==> config.mk <==
export PLATFORM = sky130hd
export DESIGN_NAME = v30mz_bus_arbiter
export DESIGN_NICKNAME = d
export VERILOG_FILES = /design/src/rtl/v30mz_pkg.sv /design/src/rtl/v30mz_rr_arbiter.sv /design/src/rtl/v30mz_bus_arbiter.sv
export SDC_FILE = /design/constraint.sdc
export NUM_CORES = 1
export LEC_CHECK = 0
export BUFFER_PORTS_ARGS = -buffer_cell sky130_fd_sc_hd__buf_2
export CAP_MARGIN = 20
export CORE_AREA = 2 2 105 107
export CTS_CLUSTER_DIAMETER = 120
export CTS_CLUSTER_SIZE = 25
export DETAILED_ROUTE_END_ITERATION = 10
export DIE_AREA = 0 0 107 109
export PLACE_DENSITY = 0.82
export SYNTH_ARGS = -nofsm -noshare
export SYNTH_HDL_FRONTEND = slang
export SYNTH_HIERARCHICAL = 1
export SYNTH_SLANG_ARGS = --single-unit
==> constraint.sdc <==
create_clock -name clk -period 2.6 [get_ports clk]
set_input_delay 0.52 -clock clk [delete_from_list [all_inputs] [get_ports clk]]
set_output_delay 0.52 -clock clk [all_outputs]
set_load 0.01 [all_outputs]
==> src/rtl/v30mz_pkg.sv <==
// Shared definitions for the v30mz bus control unit: command codes, bus
// status codes, arbiter FSM states and the command-to-status mapping.
package v30mz_pkg;

   localparam logic [2:0] BUS_COMMAND_IDLE      = 3'd0;
   localparam logic [2:0] BUS_COMMAND_MEM_READ  = 3'd1;
   localparam logic [2:0] BUS_COMMAND_MEM_WRITE = 3'd2;
   localparam logic [2:0] BUS_COMMAND_IO_READ   = 3'd3;
   localparam logic [2:0] BUS_COMMAND_IO_WRITE  = 3'd4;

   localparam logic [3:0] STATUS_IDLE      = 4'hf;
   localparam logic [3:0] STATUS_MEM_READ  = 4'b1001;
   localparam logic [3:0] STATUS_MEM_WRITE = 4'b1010;
   localparam logic [3:0] STATUS_IO_READ   = 4'b0101;
   localparam logic [3:0] STATUS_IO_WRITE  = 4'b0110;

   typedef enum logic [1:0] {
      ST_IDLE,
      ST_BUS1,
      ST_BUS2,
      ST_TURN
   } bus_state_t;

   function automatic logic [3:0] cmd_to_status(input logic [2:0] cmd);
      case (cmd)
         BUS_COMMAND_MEM_READ:  cmd_to_status = STATUS_MEM_READ;
         BUS_COMMAND_MEM_WRITE: cmd_to_status = STATUS_MEM_WRITE;
         BUS_COMMAND_IO_READ:   cmd_to_status = STATUS_IO_READ;
         BUS_COMMAND_IO_WRITE:  cmd_to_status = STATUS_IO_WRITE;
         default:               cmd_to_status = STATUS_IDLE;
      endcase
   endfunction

endpackage

==> src/rtl/v30mz_rr_arbiter.sv <==
// Rotating-priority arbiter: the first requester at or after 'pointer' wins.
// A pointer held at zero gives plain fixed priority (lowest index wins).
module v30mz_rr_arbiter #(
   parameter int NUM_CH = 2,
   parameter int PTR_W  = 1
) (
   input  logic [NUM_CH-1:0] request,
   input  logic [PTR_W-1:0]  pointer,
   output logic [NUM_CH-1:0] grant,
   output logic              grant_valid
);

   logic [2*NUM_CH-1:0] req_dbl;
   logic [2*NUM_CH-1:0] grant_dbl;
   logic [NUM_CH-1:0]   rot;
   logic [NUM_CH-1:0]   sel;

   // Rotate so the pointer channel sits at bit 0, isolate the lowest set bit,
   // then rotate back into channel order.
   assign req_dbl     = {request, request};
   assign rot         = NUM_CH'(req_dbl >> pointer);
   assign sel         = rot & (~rot + NUM_CH'(1));
   assign grant_dbl   = {{NUM_CH{1'b0}}, sel} << pointer;
   assign grant       = grant_dbl[NUM_CH-1:0] | grant_dbl[2*NUM_CH-1:NUM_CH];
   assign grant_valid = |request;

endmodule

==> src/rtl/v30mz_bus_arbiter.sv <==
// Non-preemptive bus control unit multiplexing NUM_CH masters onto the 16-bit
// external bus, with odd-word splitting, fixed/rotating priority and timeout.
module v30mz_bus_arbiter
   import v30mz_pkg::*;
#(
   parameter int NUM_CH      = 2,
   parameter int ADDR_W      = 20,
   parameter int ROUND_ROBIN = 0,
   parameter int TIMEOUT     = 0
) (
   input  logic                   clk,
   input  logic                   reset,
   input  logic [NUM_CH-1:0]      req_valid,
   input  logic [NUM_CH*3-1:0]    req_cmd,
   input  logic [NUM_CH*ADDR_W-1:0] req_addr,
   input  logic [NUM_CH-1:0]      req_word,
   input  logic [NUM_CH*16-1:0]   req_wdata,
   output logic [NUM_CH-1:0]      req_done,
   output logic [NUM_CH-1:0]      req_err,
   output logic [15:0]            rdata,
   input  logic                   readyb,
   input  logic [15:0]            data_in,
   output logic [15:0]            data_out,
   output logic [ADDR_W-1:0]      address_out,
   output logic [3:0]             bus_status,
   output logic                   bus_upper_byte_enable
);

   localparam int PTR_W = (NUM_CH > 1) ? $clog2(NUM_CH) : 1;
   localparam int CNT_W = (TIMEOUT > 1) ? $clog2(TIMEOUT) : 1;
   localparam logic [CNT_W-1:0] CNT_LAST = CNT_W'((TIMEOUT > 0) ? TIMEOUT - 1 : 0);

   bus_state_t          state_reg, state_next;
   logic [PTR_W-1:0]    chan_reg, chan_next;
   logic [ADDR_W-1:0]   addr_reg, addr_next;
   logic                word_reg, word_next;
   logic [15:0]         wdata_reg, wdata_next;
   logic                split_reg, split_next;
   logic [7:0]          lo_byte_reg, lo_byte_next;
   logic [CNT_W-1:0]    cnt_reg, cnt_next;
   logic [PTR_W-1:0]    ptr_reg, ptr_next;
   logic [ADDR_W-1:0]   addr_out_reg, addr_out_next;
   logic [3:0]          status_reg, status_next;
   logic                ube_reg, ube_next;
   logic [15:0]         dout_reg, dout_next;
   logic [15:0]         rdata_reg, rdata_next;
   logic [NUM_CH-1:0]   done_reg, done_next;
   logic [NUM_CH-1:0]   err_reg, err_next;

   logic [NUM_CH-1:0]   req_vec;
   logic [NUM_CH-1:0]   grant;
   logic                grant_valid;
   logic [PTR_W-1:0]    grant_idx;
   logic [PTR_W-1:0]    arb_ptr;
   logic [PTR_W-1:0]    ptr_after;
   logic [2:0]          win_cmd;
   logic [ADDR_W-1:0]   win_addr;
   logic                win_word;
   logic [15:0]         win_wdata;

   genvar gi;
   generate
      for (gi = 0; gi < NUM_CH; gi++) begin : g_req
         assign req_vec[gi] = req_valid[gi] & (req_cmd[gi*3 +: 3] != BUS_COMMAND_IDLE);
      end
   endgenerate

   assign arb_ptr = (ROUND_ROBIN != 0) ? ptr_reg : '0;

   v30mz_rr_arbiter #(
      .NUM_CH (NUM_CH),
      .PTR_W  (PTR_W)
   ) u_arb (
      .request     (req_vec),
      .pointer     (arb_ptr),
      .grant       (grant),
      .grant_valid (grant_valid)
   );

   always_comb begin
      grant_idx = '0;
      for (int i = 0; i < NUM_CH; i++) begin
         if (grant[i]) grant_idx = PTR_W'(i);
      end
   end

   assign win_cmd   = req_cmd[grant_idx*3 +: 3];
   assign win_addr  = req_addr[grant_idx*ADDR_W +: ADDR_W];
   assign win_word  = req_word[grant_idx];
   assign win_wdata = req_wdata[grant_idx*16 +: 16];
   assign ptr_after = (chan_reg == PTR_W'(NUM_CH - 1)) ? '0 : chan_reg + PTR_W'(1);

   always_comb begin
      state_next    = state_reg;
      chan_next     = chan_reg;
      addr_next     = addr_reg;
      word_next     = word_reg;
      wdata_next    = wdata_reg;
      split_next    = split_reg;
      lo_byte_next  = lo_byte_reg;
      cnt_next      = cnt_reg;
      ptr_next      = ptr_reg;
      addr_out_next = addr_out_reg;
      status_next   = status_reg;
      ube_next      = ube_reg;
      dout_next     = dout_reg;
      rdata_next    = rdata_reg;
      done_next     = '0;
      err_next      = '0;

      case (state_reg)
         ST_IDLE: begin
            if (grant_valid) begin
               chan_next     = grant_idx;
               addr_next     = win_addr;
               word_next     = win_word;
               wdata_next    = win_wdata;
               split_next    = win_word & win_addr[0];
               cnt_next      = '0;
               addr_out_next = win_addr;
               status_next   = cmd_to_status(win_cmd);
               ube_next      = win_word | win_addr[0];
               // An odd address always puts the low byte on the upper lane.
               if (win_addr[0])
                  dout_next = {win_wdata[7:0], win_wdata[7:0]};
               else if (win_word)
                  dout_next = win_wdata;
               else
                  dout_next = {8'h00, win_wdata[7:0]};
               state_next = ST_BUS1;
            end
         end

         ST_BUS1, ST_BUS2: begin
            if (!readyb) begin
               if (split_reg) begin
                  lo_byte_next  = data_in[15:8];
                  split_next    = 1'b0;
                  cnt_next      = '0;
                  addr_out_next = addr_reg + ADDR_W'(1);
                  ube_next      = 1'b0;
                  dout_next     = {8'h00, wdata_reg[15:8]};
                  state_next    = ST_BUS2;
               end else begin
                  if (state_reg == ST_BUS2)
                     rdata_next = {data_in[7:0], lo_byte_reg};
                  else if (word_reg)
                     rdata_next = data_in;
                  else if (addr_reg[0])
                     rdata_next = {8'h00, data_in[15:8]};
                  else
                     rdata_next = {8'h00, data_in[7:0]};
                  done_next     = NUM_CH'(1) << chan_reg;
                  if (ROUND_ROBIN != 0) ptr_next = ptr_after;
                  addr_out_next = '0;
                  status_next   = STATUS_IDLE;
                  ube_next      = 1'b0;
                  dout_next     = '0;
                  state_next    = ST_TURN;
               end
            end else if ((TIMEOUT != 0) && (cnt_reg == CNT_LAST)) begin
               err_next      = NUM_CH'(1) << chan_reg;
               if (ROUND_ROBIN != 0) ptr_next = ptr_after;
               split_next    = 1'b0;
               addr_out_next = '0;
               status_next   = STATUS_IDLE;
               ube_next      = 1'b0;
               dout_next     = '0;
               state_next    = ST_TURN;
            end else begin
               cnt_next = cnt_reg + CNT_W'(1);
            end
         end

         ST_TURN: state_next = ST_IDLE;

         default: state_next = ST_IDLE;
      endcase
   end

   always_ff @(posedge clk) begin
      if (reset) begin
         state_reg    <= ST_IDLE;
         chan_reg     <= '0;
         addr_reg     <= '0;
         word_reg     <= 1'b0;
         wdata_reg    <= '0;
         split_reg    <= 1'b0;
         lo_byte_reg  <= '0;
         cnt_reg      <= '0;
         ptr_reg      <= '0;
         addr_out_reg <= '0;
         status_reg   <= STATUS_IDLE;
         ube_reg      <= 1'b0;
         dout_reg     <= '0;
         rdata_reg    <= '0;
         done_reg     <= '0;
         err_reg      <= '0;
      end else begin
         state_reg    <= state_next;
         chan_reg     <= chan_next;
         addr_reg     <= addr_next;
         word_reg     <= word_next;
         wdata_reg    <= wdata_next;
         split_reg    <= split_next;
         lo_byte_reg  <= lo_byte_next;
         cnt_reg      <= cnt_next;
         ptr_reg      <= ptr_next;
         addr_out_reg <= addr_out_next;
         status_reg   <= status_next;
         ube_reg      <= ube_next;
         dout_reg     <= dout_next;
         rdata_reg    <= rdata_next;
         done_reg     <= done_next;
         err_reg      <= err_next;
      end
   end

   assign req_done              = done_reg;
   assign req_err               = err_reg;
   assign rdata                 = rdata_reg;
   assign data_out              = dout_reg;
   assign address_out           = addr_out_reg;
   assign bus_status            = status_reg;
   assign bus_upper_byte_enable = ube_reg;

endmodule

Word level (Yosys, flattened, before mapping)
Cells that the tools add are included.
{"block": "classes", "add_sub_neg": 2, "mul": 2, "div_mod_pow": 0, "order_cmp": 1, "eq_ne": 10, "shift": 4, "n_mux": 30, "bitwise_logic": 9, "reduce_logical": 13}
{"cell": "16-bit two-way mux", "n": 6}
{"cell": "20-bit two-way mux", "n": 3}
{"cell": "20-bit case mux with 2 select lines", "n": 1}
{"cell": "40-bit by 7-bit variable part select with 20-bit output", "n": 1}
{"cell": "16-bit case mux with 2 select lines", "n": 1}
{"cell": "32-bit by 6-bit variable part select with 16-bit output", "n": 1}
{"cell": "20-bit by 1-bit adder with 20-bit output (second input constant)", "n": 1}
{"cell": "8-bit two-way mux", "n": 2}
{"cell": "4-bit case mux with 4 select lines", "n": 1}
{"cell": "4-bit two-way mux", "n": 3}
{"cell": "3-bit AND reduction", "n": 3}
{"cell": "4-bit case mux with 2 select lines", "n": 1}
{"cell": "1-bit two-way mux", "n": 7}
{"cell": "3-bit by 2-bit equality test with 1-bit output (second input constant)", "n": 2}
{"cell": "2-bit != test (second input constant)", "n": 3}
{"cell": "2-bit case mux with 3 select lines", "n": 1}
{"cell": "3-bit nonzero test", "n": 2}
{"cell": "6-bit by 4-bit variable part select with 3-bit output", "n": 1}
{"cell": "2-bit equality test (second input constant)", "n": 2}
{"cell": "1-bit by 3-bit multiplier with 4-bit output (second input constant)", "n": 1}
{"cell": "2-bit two-way mux", "n": 2}
{"cell": "1-bit case mux with 2 select lines", "n": 2}
{"cell": "2-bit AND reduction", "n": 2}
{"cell": "4-bit AND reduction", "n": 1}
{"cell": "16 further kinds", "n": 21}
{"block": "word_totals", "regBits": 108, "latchBits": 0, "ramBits": 0, "romBits": 0, "input_bits": 101, "output_inout_bits": 61, "elab_cells": 84, "mem_count": 0}

Logic depth before layout (Yosys ltp)
Gate-level depths: netlist of the first run.
{"block": "logic_depth", "depth_word": 12, "ltp_mapped": 8, "depth_no_buf": 6}

Hierarchy
The synthesis of the first run kept the hierarchy.
{"mod": "v30mz_bus_arbiter", "n_inst": 1, "cells_per_inst": 642, "area_each_um2": 5300.1, "seq_area_each_um2": 2001.9}
{"mod": "v30mz_rr_arbiter", "n_inst": 1, "cells_per_inst": 4, "area_each_um2": 25.0, "seq_area_each_um2": 0.0}

Worst setup path before layout of the first run
Ideal clock, no wire load.
{"block": "synth_timing", "kind": "input-to-reg", "startpoint": "in req_cmd[0]", "endpoint": "reg status_reg[0], in the netlist bus_status[0]", "setup_ns": 0.125, "t_arrival_ns": 1.934, "t_required_ns": 2.475, "path_slack_ns": 0.541, "path_stages": 6, "path_buffers": 0, "cell_sequence": "o31a_1 -> or2_1 -> mux2i_1 -> nor2_1 -> or3_1 -> o41a_1"}
{"block": "synth_between", "elab_cells_between_ends": 18, "cone_classes": "add/sub: 1; mul: 1; eq/ne: 5; shift: 1; mux: 4; bitwise: 3; reduce/logical: 3"}
{"element": "from (decl)", "line": "v30mz_bus_arbiter.sv:14", "source": "input logic [NUM_CH*3-1:0] req_cmd,"}
{"element": "3-bit nonzero test", "line": "v30mz_bus_arbiter.sv:64", "source": "assign req_vec[gi] = req_valid[gi] & (req_cmd[gi*3 +: 3] != BUS_COMMAND_IDLE);"}
{"element": "1-bit bitwise AND", "line": "v30mz_bus_arbiter.sv:64"}
{"element": "2-bit OR reduction", "line": "v30mz_rr_arbiter.sv:25", "source": "assign grant_valid = |request;"}
{"element": "named net grant_valid", "line": "v30mz_bus_arbiter.sv:52", "source": "logic grant_valid;"}
{"element": "2-bit != test (no source line)"}
{"element": "4-bit AND reduction (no source line)"}
{"element": "to (signal assigned)", "line": "v30mz_bus_arbiter.sv:210", "source": "status_reg <= status_next;"}
{"element": "to (decl)", "line": "v30mz_bus_arbiter.sv:43", "source": "logic [3:0] status_reg, status_next;"}
The timed path passes the listed nets, and every way through them passes these cells. The select of a mux whose other input is x is not followed.
A chain may end at the register's enable or synchronous reset.

Final worst setup path of the first run
{"block": "layout_timing", "startpoint": "reg state_reg[0]", "endpoint": "reg addr_out_reg[18], in the netlist address_out[18]"}
{"block": "layout_between", "elab_chain_len": 4, "elab_cells_between_ends": 9, "cone_classes": "eq/ne: 4; mux: 1; reduce/logical: 4"}
{"element": "from (decl)", "line": "v30mz_bus_arbiter.sv:33", "source": "bus_state_t state_reg, state_next;"}
{"element": "from (signal assigned)", "line": "v30mz_bus_arbiter.sv:200", "source": "state_reg <= state_next;"}
{"element": "2-bit equality test / 2-bit by 1-bit equality test with 1-bit output (equally long branches)", "line": "v30mz_bus_arbiter.sv:111", "source": "case (state_reg)"}
{"element": "2-bit OR reduction", "line": "v30mz_bus_arbiter.sv:111"}
{"element": "2-bit != test (no source line) / 2-bit nonzero test (equally long branches)"}
{"element": "3-bit AND reduction (no source line)"}
{"element": "to (signal assigned)", "line": "v30mz_bus_arbiter.sv:209", "source": "addr_out_reg <= addr_out_next;"}
{"element": "to (decl)", "line": "v30mz_bus_arbiter.sv:42", "source": "logic [ADDR_W-1:0] addr_out_reg, addr_out_next;"}
Parallel ways exist; a longest one is shown, timed or not.

==> results of run 1 <==
[worst min path at each step]
stage,endpoint,slack [ns],depth (start not counted)
2_1_floorplan,req_done[0],0.42,1
3_3_place_gp,req_done[0],0.44,1
3_5_place_dp,req_done[0],0.44,1
4_1_cts,lo_byte_reg[7],0.39,3
5_1_grt,lo_byte_reg[7],0.42,3
6_report,lo_byte_reg[7],0.40,3
[worst min-delay path, stage by stage]
cell,delay [ns]
buf_2,0.10
mux2i_1,0.06
nor2_1,0.07
[area by class of cell]
cell class / count / share of cell area, %
multi-input cells: 482 / 47.4
flip-flops and latches: 100 / 31.2
diodes: 1 / 0.0390
repair buffers: 175 / 14.9
clock buffers: 9 / 1.93
clock inverters: 7 / 1.29
well taps: 140 / 2.73
inverters: 10 / 0.585
[power groups by stage]
| stage | clock network (uW) | logic (uW) | registers, uW |
|---|---|---|---|
| 6_report | 1050 | 1530 | 1980 |
| 3_3_place_gp | 0 | 1450 | 2010 |
| 5_1_grt | 1130 | 1690 | 2020 |
| 2_1_floorplan | 0 | 961 | 2040 |
| 3_5_place_dp | 0 | 1500 | 2020 |
| 4_1_cts | 1070 | 1510 | 1980 |
[per-stage QoR]
step | worst slack, ns | area [sq um] | hold WS, ns
final | 0.186 | 6420 | 0.404
after global routing | 0.0777 | 6420 | 0.416
after CTS | 0.108 | 6400 | 0.389
after detailed placement | -0.0328 | 6190 | 0.436
after global placement | 0.134 | 6190 | 0.436
after floorplan | 0.553 | 5330 | 0.416
[metal layers]
metal	global-route usage, %	up-vias
li1	-	2581
met1	31.9	2447
met2	39.4	170
met3	5.50	26
met4	9.55	2
met5	0	-
[placed cells by master (no fill, tap or decap), drive strengths merged, types with 4 or more instances in the layout]
cell,count
a21oi,31
a211oi,54
nor2,135
o211a,5
nand4,4
inv,12
o21ai,20
nor4,11
clkbuf,9
nand2b,11
mux2,9
nor3,30
ha,4
nand2,38
buf,175
a311oi,5
dfxtp,100
and3,5
o31a,5
o21a,4
mux2i,53
o211ai,13
nand3,8
[what timing repair did]
action / CTS / global route
gates resized for setup: 0 / 2
endpoints found under the hold margin: 0 / 0
setup endpoints to repair: 0 / 8
==> run summary, run 1 <==
### Worst setup path
* **capturing point of the worst reg2reg path** address_out[18]
* **type of origin of the critical path** flop
* **endpoint of the worst setup timing path** address_out[18]
* **Critical Path Source** state_reg[0]
* **R2R Path Start** state_reg[0]
* **required time of the critical path** 2.90 ns
* **kind of cell adding the most delay to the critical path** buffers and inverters
* **critical-path cell list** inv_1 > ha_1 > buf_6 > and2_1 > buf_4 > o211ai_1 > o211a_1 > a311oi_1
* **worst path bufs/invs** 3
* **depth of the most critical reg-to-reg path** 8
* **highest cell delay on the worst timing path** 0.42 ns
* **Critical Path Sink Type** flop
* **arrival time of the worst setup path** 2.71 ns
* **register-to-register setup slack** 0.19 ns
* **kind of critical path** flop to flop
* **Crit. path cell count** 8
* **maximum fanout count along the critical path** 47
* **master of the slowest instance on the critical path** ha_1

### Timing
* **Tcrit/Tclk final** 92.8%
* **RSZ-0062 raised after global routing** no
* **clk_skew** 0.00940 ns
* **Period minus WS final** 2.41 ns
* **maximum clock frequency** 414 MHz
* **transition time at the pin with the least slew margin** 0.629 ns
* **count of final hold-check violations** 0
* **final setup violation count** 0
* **Max-slew headroom** 58.1%
* **final setup TNS** 0 ns
* **number of pins exceeding their max-slew limit in the final report** 0

### Power
* **Sequential Power Share** 43.4%
* **Comb pwr share** 33.6%
* **internal power** 2870 uW
* **sw frac** 37.2%
* **IR Drop Worst-Case VDD** 0.291 mV
* **sw power** 1700 uW
* **Power, Total** 4570 uW
* **clock share of power** 23.0%
* **standby leakage power** 0.00277 uW
* **areal power density over the cells** 712 nW/um^2

### Global routing
* **overall routing resource usage** 24.4%
* **maximum number of pins on one net before global-route repair** 54
* **global-route wire length before repair** 23,000 um
* **number of global-route vias before repair** 4,846
* **number of antenna violations at the first check in global routing** 1
* **leftover overflow at the end of global routing** 0

### Clock network
* **clock transition at the registers of the reported paths** 0.11 ns
* **Root Buffer** clkbuf_8
* **clk buf depth** 2
* **CTS H-Tree Depth** 3
* **TritonCTS buffer count** 9
* **Clk Latency, worst-skew pair** 0.39 ns
* **number of sinks driven by the clock tree** 100
* **hold-fix buffer count after cts** 0
* **CTS tree** done
* **Post-CTS Setup Repair Bufs** 0

### Cells and area
* **Layout fillers** 944
* **Cell Count, Final, Fillers Out** 924
* **area occupied by multi-input gates** 3040 sq um
* **layout cell share with drive strength beyond 1** 28.1%
* **final design utilization** 60.5%
* **Layout area overhead** 20.7%
* **Register Area** 2000 sq um
* **number of nets at the end of the flow** 883

### Routing
* **met1 WL** 6350 um
* **number of nets still failing antenna checks after routing** 0
* **total number of vias** 5,226
* **first-pass detailed-route iteration total** 5
* **metal3 WL** 826 um
* **drt initial violations** 204
* **DRC violations left** 0
* **via/cell ratio** 5.66
* **topmost layer with routed signal wires** met5
* **wire length reported by the detailed router** 14,200 um
* **post-DR wirelength/cell** 15.4 um
* **met2 WL** 6710 um

### Floorplanning
* **Initial Util** 50.2%
* **top-level I/O count** 162
* **core region area** 10,600 sq um
* **DIE AREA** 11,700 sq um
* **Core Rows** 38
* **Chip Width** 107 um
* **DIE HEIGHT** 109 um

### Synthesis
* **Gate Count Post-Synth** 645
* **number of synthesis warnings** 6
* **post-synthesis area per instance** 8.24 sq um
* **Post-Syn Area** 5320 sq um

### Status
* **result of the run** finished, final reports clean

### Placement
* **input/output buffers** 159
* **weighted congestion at the end of routability-driven global placement** 0.838
* **post-detail-place hpwl** 10,300 um
* **Inst Count DP** 906

### Worst hold path
* **startpoint of the tightest hold check path** data_in[15]
* **worst min-delay path category** input pin to flop

### Flow run
* **max-capacitance violation count** 0

(Power assumes the default switching activity.)
==> run 2, diff against run 1 <==
- CELL_PAD_IN_SITES_DETAIL_PLACEMENT: default -> 1
- CELL_PAD_IN_SITES_GLOBAL_PLACEMENT: default -> 1
- CORE_AREA: 2 2 105 107 -> 2 2 122 124
- DIE_AREA: 0 0 107 109 -> 0 0 124 126
- PLACE_DENSITY: 0.82 -> 0.83
==> run 2 against run 1 <==
  * Critical path depth unchanged
  * Largest power group unchanged
  * Power grew 6.5%
  * Global-route usage down 2.3 points
  * Core utilization decreased by 14 points
  * Design area is 2.8% higher
  * First-iteration DRC count rose by 16%
==> run summary, run 2 (same netlist as run 1, synthesis figures left out) <==
### Placement
* **Inst Count DP** 956, +5.5%
* **weighted congestion at the end of routability-driven global placement** 0.827, -1.3%
* **post-detail-place hpwl** 12,500 um, +22%
* **worst-case setup slack after placement** 0.00512 ns, +0.0380 ns
* **input/output buffers** 159, unchanged

### Status
* **result of the run** finished, final reports clean

### Worst setup path
* **depth of the most critical reg-to-reg path** 8, unchanged
* **required time of the critical path** 2.88 ns, -0.02 ns
* **Critical Path Sink Type** flop
* **maximum fanout count along the critical path** 33, -30%
* **capturing point of the worst reg2reg path** address_out[19]
* **Critical Path Source** state_reg[0]
* **type of origin of the critical path** flop
* **R2R Path Start** state_reg[0]
* **kind of critical path** flop to flop
* **endpoint of the worst setup timing path** address_out[19]
* **register-to-register setup slack** 0.17 ns, about the same
* **arrival time of the worst setup path** 2.70 ns, about the same

### Clock network
* **CTS tree** done
* **Root Buffer** clkbuf_16
* **clock transition at the registers of the reported paths** 0.07 ns, -0.04 ns
* **clk buf depth** 2, unchanged
* **Post-CTS Setup Repair Bufs** 0, unchanged
* **CTS H-Tree Depth** 3, unchanged
* **Clk Latency, worst-skew pair** 0.36 ns, -0.03 ns
* **number of gates given a new drive strength after cts** 0, unchanged
* **hold-fix buffer count after cts** 0, unchanged
* **number of sinks driven by the clock tree** 100, unchanged
* **TritonCTS buffer count** 9, unchanged

### Timing
* **transition time at the pin with the least slew margin** 0.669 ns, +0.0398 ns
* **count of final hold-check violations** 0, unchanged
* **final setup violation count** 0, unchanged
* **clk_skew** 0.00815 ns, -0.00125 ns
* **number of pins exceeding their max-slew limit in the final report** 0, unchanged
* **Max-slew headroom** 55.4%, -2.7 points
* **Tcrit/Tclk final** 93.3%, +0.45 points
* **maximum clock frequency** 412 MHz, -0.48%
* **post-layout worst setup margin** 0.175 ns, -0.0117 ns
* **WHS** 0.444 ns, +0.0405 ns
* **RSZ-0062 raised after global routing** no
* **Period minus WS final** 2.43 ns, +0.0117 ns
* **final setup TNS** 0 ns, unchanged

### Cells and area
* **Layout fillers** 1,796, +90%
* **number of nets at the end of the flow** 889, +0.68%
* **most used cells in the layout excluding fill and tap cells** buf_2, nor2_1, dfxtp_1, mux2i_1, a211oi_1
* **final design utilization** 46.1%, -14 points
* **layout cell share with drive strength beyond 1** 28.6%, +0.46 points
* **Layout area overhead** 24.1%
* **Cell Count, Final, Fillers Out** 972, +5.2%
* **most common cell after layout, fill and taps aside** buf_2
* **# diodes** 0, -1

### Worst hold path
* **worst min-delay path category** input pin to flop
* **Worst Hold Depth** 3, unchanged

### Routing
* **total number of vias** 5,325, +1.9%
* **number of nets still failing antenna checks after routing** 0, unchanged
* **first-pass detailed-route iteration total** 4, -1
* **drt initial violations** 237, +16%
* **DRC violations left** 0, unchanged
* **wire length reported by the detailed router** 16,900 um, +19%
* **post-DR wirelength/cell** 17.3 um, +13%
* **via/cell ratio** 5.48, -3.1%

### Global routing
* **global-route wire length before repair** 27,600 um, +20%
* **maximum number of pins on one net before global-route repair** 71, +31%
* **overall routing resource usage** 22.1%, -2.3 points
* **leftover overflow at the end of global routing** 0, unchanged
* **number of antenna violations at the first check in global routing** 0, -1
* **number of global-route vias before repair** 5,610, +16%

### Floorplanning
* **Initial Util** 37.2%, -13 points
* **core region area** 14,300 sq um, +35%
* **Chip Width** 124 um, +16%
* **DIE HEIGHT** 126 um, +16%
* **DIE AREA** 15,600 sq um, +34%
* **top-level I/O count** 162, unchanged
* **Core Rows** 44, +16%

### Flow run
* **max-capacitance violation count** 0, unchanged

### Power
* **IR Drop Worst-Case VDD** 0.361 mV, +24%
* **standby leakage power** 0.00283 uW, +2.0%
* **areal power density over the cells** 737 nW/um^2, +3.6%

-- run 2: changes by cell type in the layout (fill, tap and decap cells not counted), sizes merged --
cell	change
buf	+6
diode	-1
bufinv	-1
clkinvlp	+2
clkbuf	+1
inv	-3
-- run 2: stage by stage --
stage	cell area (sq um)	power, uW
after floorplan	5330	3000
after global placement	6300	3510
after detailed placement	6300	3600
after CTS	6580	4890
after global routing	6600	5160
final	6600	4870
-- run 2: layout make-up --
class                   count  area, sq um  share of cell area, %
multi-input cells         482         3040                   46.1
flip-flops and latches    100         2000                   30.3
inverters                  10         37.5                  0.569
clock buffers              10          239                   3.62
clock inverters             5         38.8                  0.588
well taps                 184          230                   3.49
repair buffers            181         1010                   15.3
-- run 2: worst min path at each step --
stage,startpoint,to
floorplan,chan_reg,req_done[0]
global placement,chan_reg,req_done[0]
finish,data_in[8],lo_byte_reg[0]
detailed placement,chan_reg,req_done[0]
CTS,data_in[8],lo_byte_reg[0]
global route,data_in[8],lo_byte_reg[0]
-- run 2: metal layers --
layer / vias up / track usage, % / share of wire [%]
li1: 2580 / - / -
met4: 0 / 7.93 / 1.7
met1: 2591 / 27.1 / 43
met5: - / 0 / 0
met3: 23 / 3.85 / 4.8
met2: 131 / 38.5 / 50
-- run 2: worst max-delay path, cell delays in order, from the launching register on --
cell,delay [ns]
dfxtp_1,0.39
inv_1,0.09
ha_2,0.37
buf_4,0.35
and2_1,0.32
buf_4,0.24
o211ai_1,0.11
a2111o_1,0.39
o211ai_1,0.08
-- run 2: power by group --
part / switching, uW / total [uW] / internal [uW]
Combinational: 950 / 1590 / 638
Clock: 616 / 1290 / 672
Sequential: 208 / 1990 / 1780
Total: 1770 / 4870 / 3090
==> run 3, diff against run 2 <==
--- a/config.mk
+++ b/config.mk
@@ -9,5 +9,3 @@
 export CAP_MARGIN = 20
-export CELL_PAD_IN_SITES_DETAIL_PLACEMENT = 1
-export CELL_PAD_IN_SITES_GLOBAL_PLACEMENT = 1
-export CORE_AREA = 2 2 122 124
+export CORE_AREA = 2 2 105 107
 export CTS_CLUSTER_DIAMETER = 120
@@ -15,4 +13,5 @@
 export DETAILED_ROUTE_END_ITERATION = 10
-export DIE_AREA = 0 0 124 126
-export PLACE_DENSITY = 0.83
+export DIE_AREA = 0 0 107 109
+export MAX_ROUTING_LAYER = met4
+export PLACE_DENSITY = 0.82
 export SYNTH_ARGS = -nofsm -noshare
==> constraint.sdc (replaced) <==
create_clock -name clk -period 2.6 [get_ports clk]
set_input_delay 0.13 -clock clk [delete_from_list [all_inputs] [get_ports clk]]
set_output_delay 0.13 -clock clk [all_outputs]
set_load 0.01 [all_outputs]
==> run 3 against run 2 <==
  * Critical path depth shrank 1
  * Clock skew grew 0.0072 ns
  * Non-clock buffer count shrank 7
  * Global-route usage grew 3.6 points
  * Sequential cell count is the same
  * Clock power shrank 22%
  * Design area shrank 3.0%
  * Hold slack lost 0.42 ns
  * Combinational power shrank 4%
  * Power shrank 7.3%
  * Largest power group unchanged
==> run summary, run 3 (same netlist as run 1, synthesis figures left out) <==
### Clock network
* **TritonCTS buffer count** 9, unchanged
* **hold-fix buffer count after cts** 0, unchanged
* **number of gates given a new drive strength after cts** 0, unchanged
* **clk buf depth** 2, unchanged
* **Clk Latency, worst-skew pair** 0.38 ns, +0.02 ns
* **Post-CTS Setup Repair Bufs** 0, unchanged
* **number of sinks driven by the clock tree** 100, unchanged
* **Root Buffer** clkbuf_8
* **CTS tree** done
* **CTS H-Tree Depth** 3, unchanged
* **clock transition at the registers of the reported paths** 0.11 ns, +0.04 ns

### Floorplanning
* **Initial Util** 50.2%, +13 points
* **DIE HEIGHT** 109 um, -13%
* **Chip Width** 107 um, -14%
* **core region area** 10,600 sq um, -26%
* **DIE AREA** 11,700 sq um, -25%
* **Core Rows** 38, -14%
* **top-level I/O count** 162, unchanged

### Worst setup path
* **register-to-register setup slack** 0.19 ns, +0.02 ns
* **arrival time of the worst setup path** 2.69 ns, about the same
* **kind of critical path** flop to flop
* **worst path bufs/invs** 2, -1
* **critical-path cell list** inv_1 > ha_1 > buf_12 > nand2_1 > nor4_1 > nand2_1 > a311oi_1
* **kind of cell adding the most delay to the critical path** simple AND/OR/NAND/NOR gates
* **Critical Path Source** state_reg[0]
* **type of origin of the critical path** flop
* **master of the slowest instance on the critical path** ha_1
* **cell repeated most along the worst path** nand2_1
* **highest cell delay on the worst timing path** 0.44 ns, +0.05 ns
* **required time of the critical path** 2.89 ns, about the same
* **Critical Path Sink Type** flop
* **maximum fanout count along the critical path** 47, +42%
* **R2R Path Start** state_reg[0]

### Global routing
* **global-route wire length before repair** 23,600 um, -14%
* **maximum number of pins on one net before global-route repair** 49, -31%
* **number of antenna violations at the first check in global routing** 0, unchanged
* **number of global-route vias before repair** 4,968, -11%
* **overall routing resource usage** 25.7%, +3.6 points
* **leftover overflow at the end of global routing** 0, unchanged

### Power
* **clock share of power** 22.3%, -4.2 points
* **sw frac** 38.3%, +1.8 points
* **Comb pwr share** 33.7%, +1.1 points
* **internal power** 2780 uW, -9.9%
* **Sequential Power Share** 44.1%, +3.2 points
* **standby leakage power** 0.00277 uW, -1.9%
* **IR Drop Worst-Case VDD** 0.345 mV, -4.5%
* **sw power** 1730 uW, -2.7%
* **areal power density over the cells** 704 nW/um^2, -4.5%

### Routing
* **DRC violations left** 0, unchanged
* **first-pass detailed-route iteration total** 5, +1
* **drt initial violations** 319, +35%
* **post-DR wirelength/cell** 15.8 um, -8.7%
* **number of nets still failing antenna checks after routing** 0, unchanged
* **total number of vias** 5,261, -1.2%
* **via/cell ratio** 5.71, +4.2%
* **wire length reported by the detailed router** 14,600 um, -13%

### Worst hold path
* **worst min-delay path category** input pin to flop
* **startpoint of the tightest hold check path** data_in[15]

### Timing
* **clk_skew** 0.0153 ns, +0.00715 ns
* **maximum clock frequency** 416 MHz, +0.80%
* **number of pins exceeding their max-slew limit in the final report** 0, unchanged
* **count of final hold-check violations** 0, unchanged
* **Tcrit/Tclk final** 92.5%, -0.74 points
* **RSZ-0062 raised after global routing** no
* **Period minus WS final** 2.41 ns, -0.0194 ns
* **final setup violation count** 0, unchanged
* **transition time at the pin with the least slew margin** 0.618 ns, -0.0509 ns
* **final setup TNS** 0 ns, unchanged
* **Max-slew headroom** 58.7%, +3.3 points

### Placement
* **weighted congestion at the end of routability-driven global placement** 0.856, +3.5%
* **placed cell area** 6200 sq um, -1.6%
* **Inst Count DP** 906, -5.2%
* **input/output buffers** 159, unchanged
* **post-detail-place hpwl** 10,700 um, -14%

### Status
* **result of the run** finished, final reports clean

### Cells and area
* **layout cell share with drive strength beyond 1** 27.9%, -0.68 points
* **Layout fillers** 922, -49%
* **Cell Count, Final, Fillers Out** 922, -5.1%
* **post-route design area** 6400 sq um, -3.0%
* **Layout area overhead** 20.4%
* **most used cells in the layout excluding fill and tap cells** buf_2, nor2_1, dfxtp_1, mux2i_1, a211oi_1
* **number of nets at the end of the flow** 882, -0.79%
* **most common cell after layout, fill and taps aside** buf_2
* **# diodes** 0, unchanged

### Flow run
* **max-capacitance violation count** 0, unchanged

## run 3: worst paths after layout
path	endpoint	cells after the start
setup reg to reg	address_out[18]	7
hold reg to reg	rdata[6]	2
hold / removal	lo_byte_reg[7]	3
setup / recovery	address_out[18]	7
## run 3: worst reg2reg max path, cell delays in order, from the launching register on
cell and delay, ns:
dfxtp_1 0.39, inv_1 0.09, ha_1 0.44, buf_12 0.27, nand2_1 0.33, nor4_1 0.41, nand2_1 0.10, a311oi_1 0.29
## run 3: cell type report
cell class	instances	area, sq um	area share (%)
tap	140	175	2.74
clock inverter	7	76.3	1.19
sequential	100	2000	31.3
multi-input combinational	482	3040	47.5
inverter	10	37.5	0.586
clock buffer	9	124	1.93
timing repair buffer	174	948	14.8
## run 3: power by group through the flow
| stage | registers (uW) | clock network, uW | logic, uW |
|---|---|---|---|
| final | 1990 | 1000 | 1520 |
| after detailed placement | 2020 | 0 | 1510 |
| after global routing | 2020 | 1090 | 1680 |
| after CTS | 1980 | 1020 | 1510 |
| after global placement | 2010 | 0 | 1450 |
| after floorplan | 2040 | 0 | 961 |
## run 3: routing by layer
metal / GRT usage [%] / wire (um) / up-vias
met1: 31.3 / 6100 / 2403
met4: 10.6 / 365 / 0
met2: 41.9 / 7070 / 251
met5: - / 0 / -
li1: - / - / 2575
met3: 5.14 / 1060 / 32
## run 3: per-stage QoR
| step | setup WS [ns] | hold slack, ns | total power [uW] | utilization (%) |
|---|---|---|---|---|
| 4_1_cts | 0.285 | 0.00715 | 4520 | 60.4 |
| 5_1_grt | 0.0151 | 0.0171 | 4790 | 60.4 |
| 3_5_place_dp | 0.319 | 0.410 | 3530 | 58.5 |
| 6_report | 0.194 | 0.0229 | 4510 | 60.4 |
| 2_1_floorplan | 0.823 | 0.274 | 3000 | - |
| 3_3_place_gp | 0.409 | 0.402 | 3460 | 58.5 |
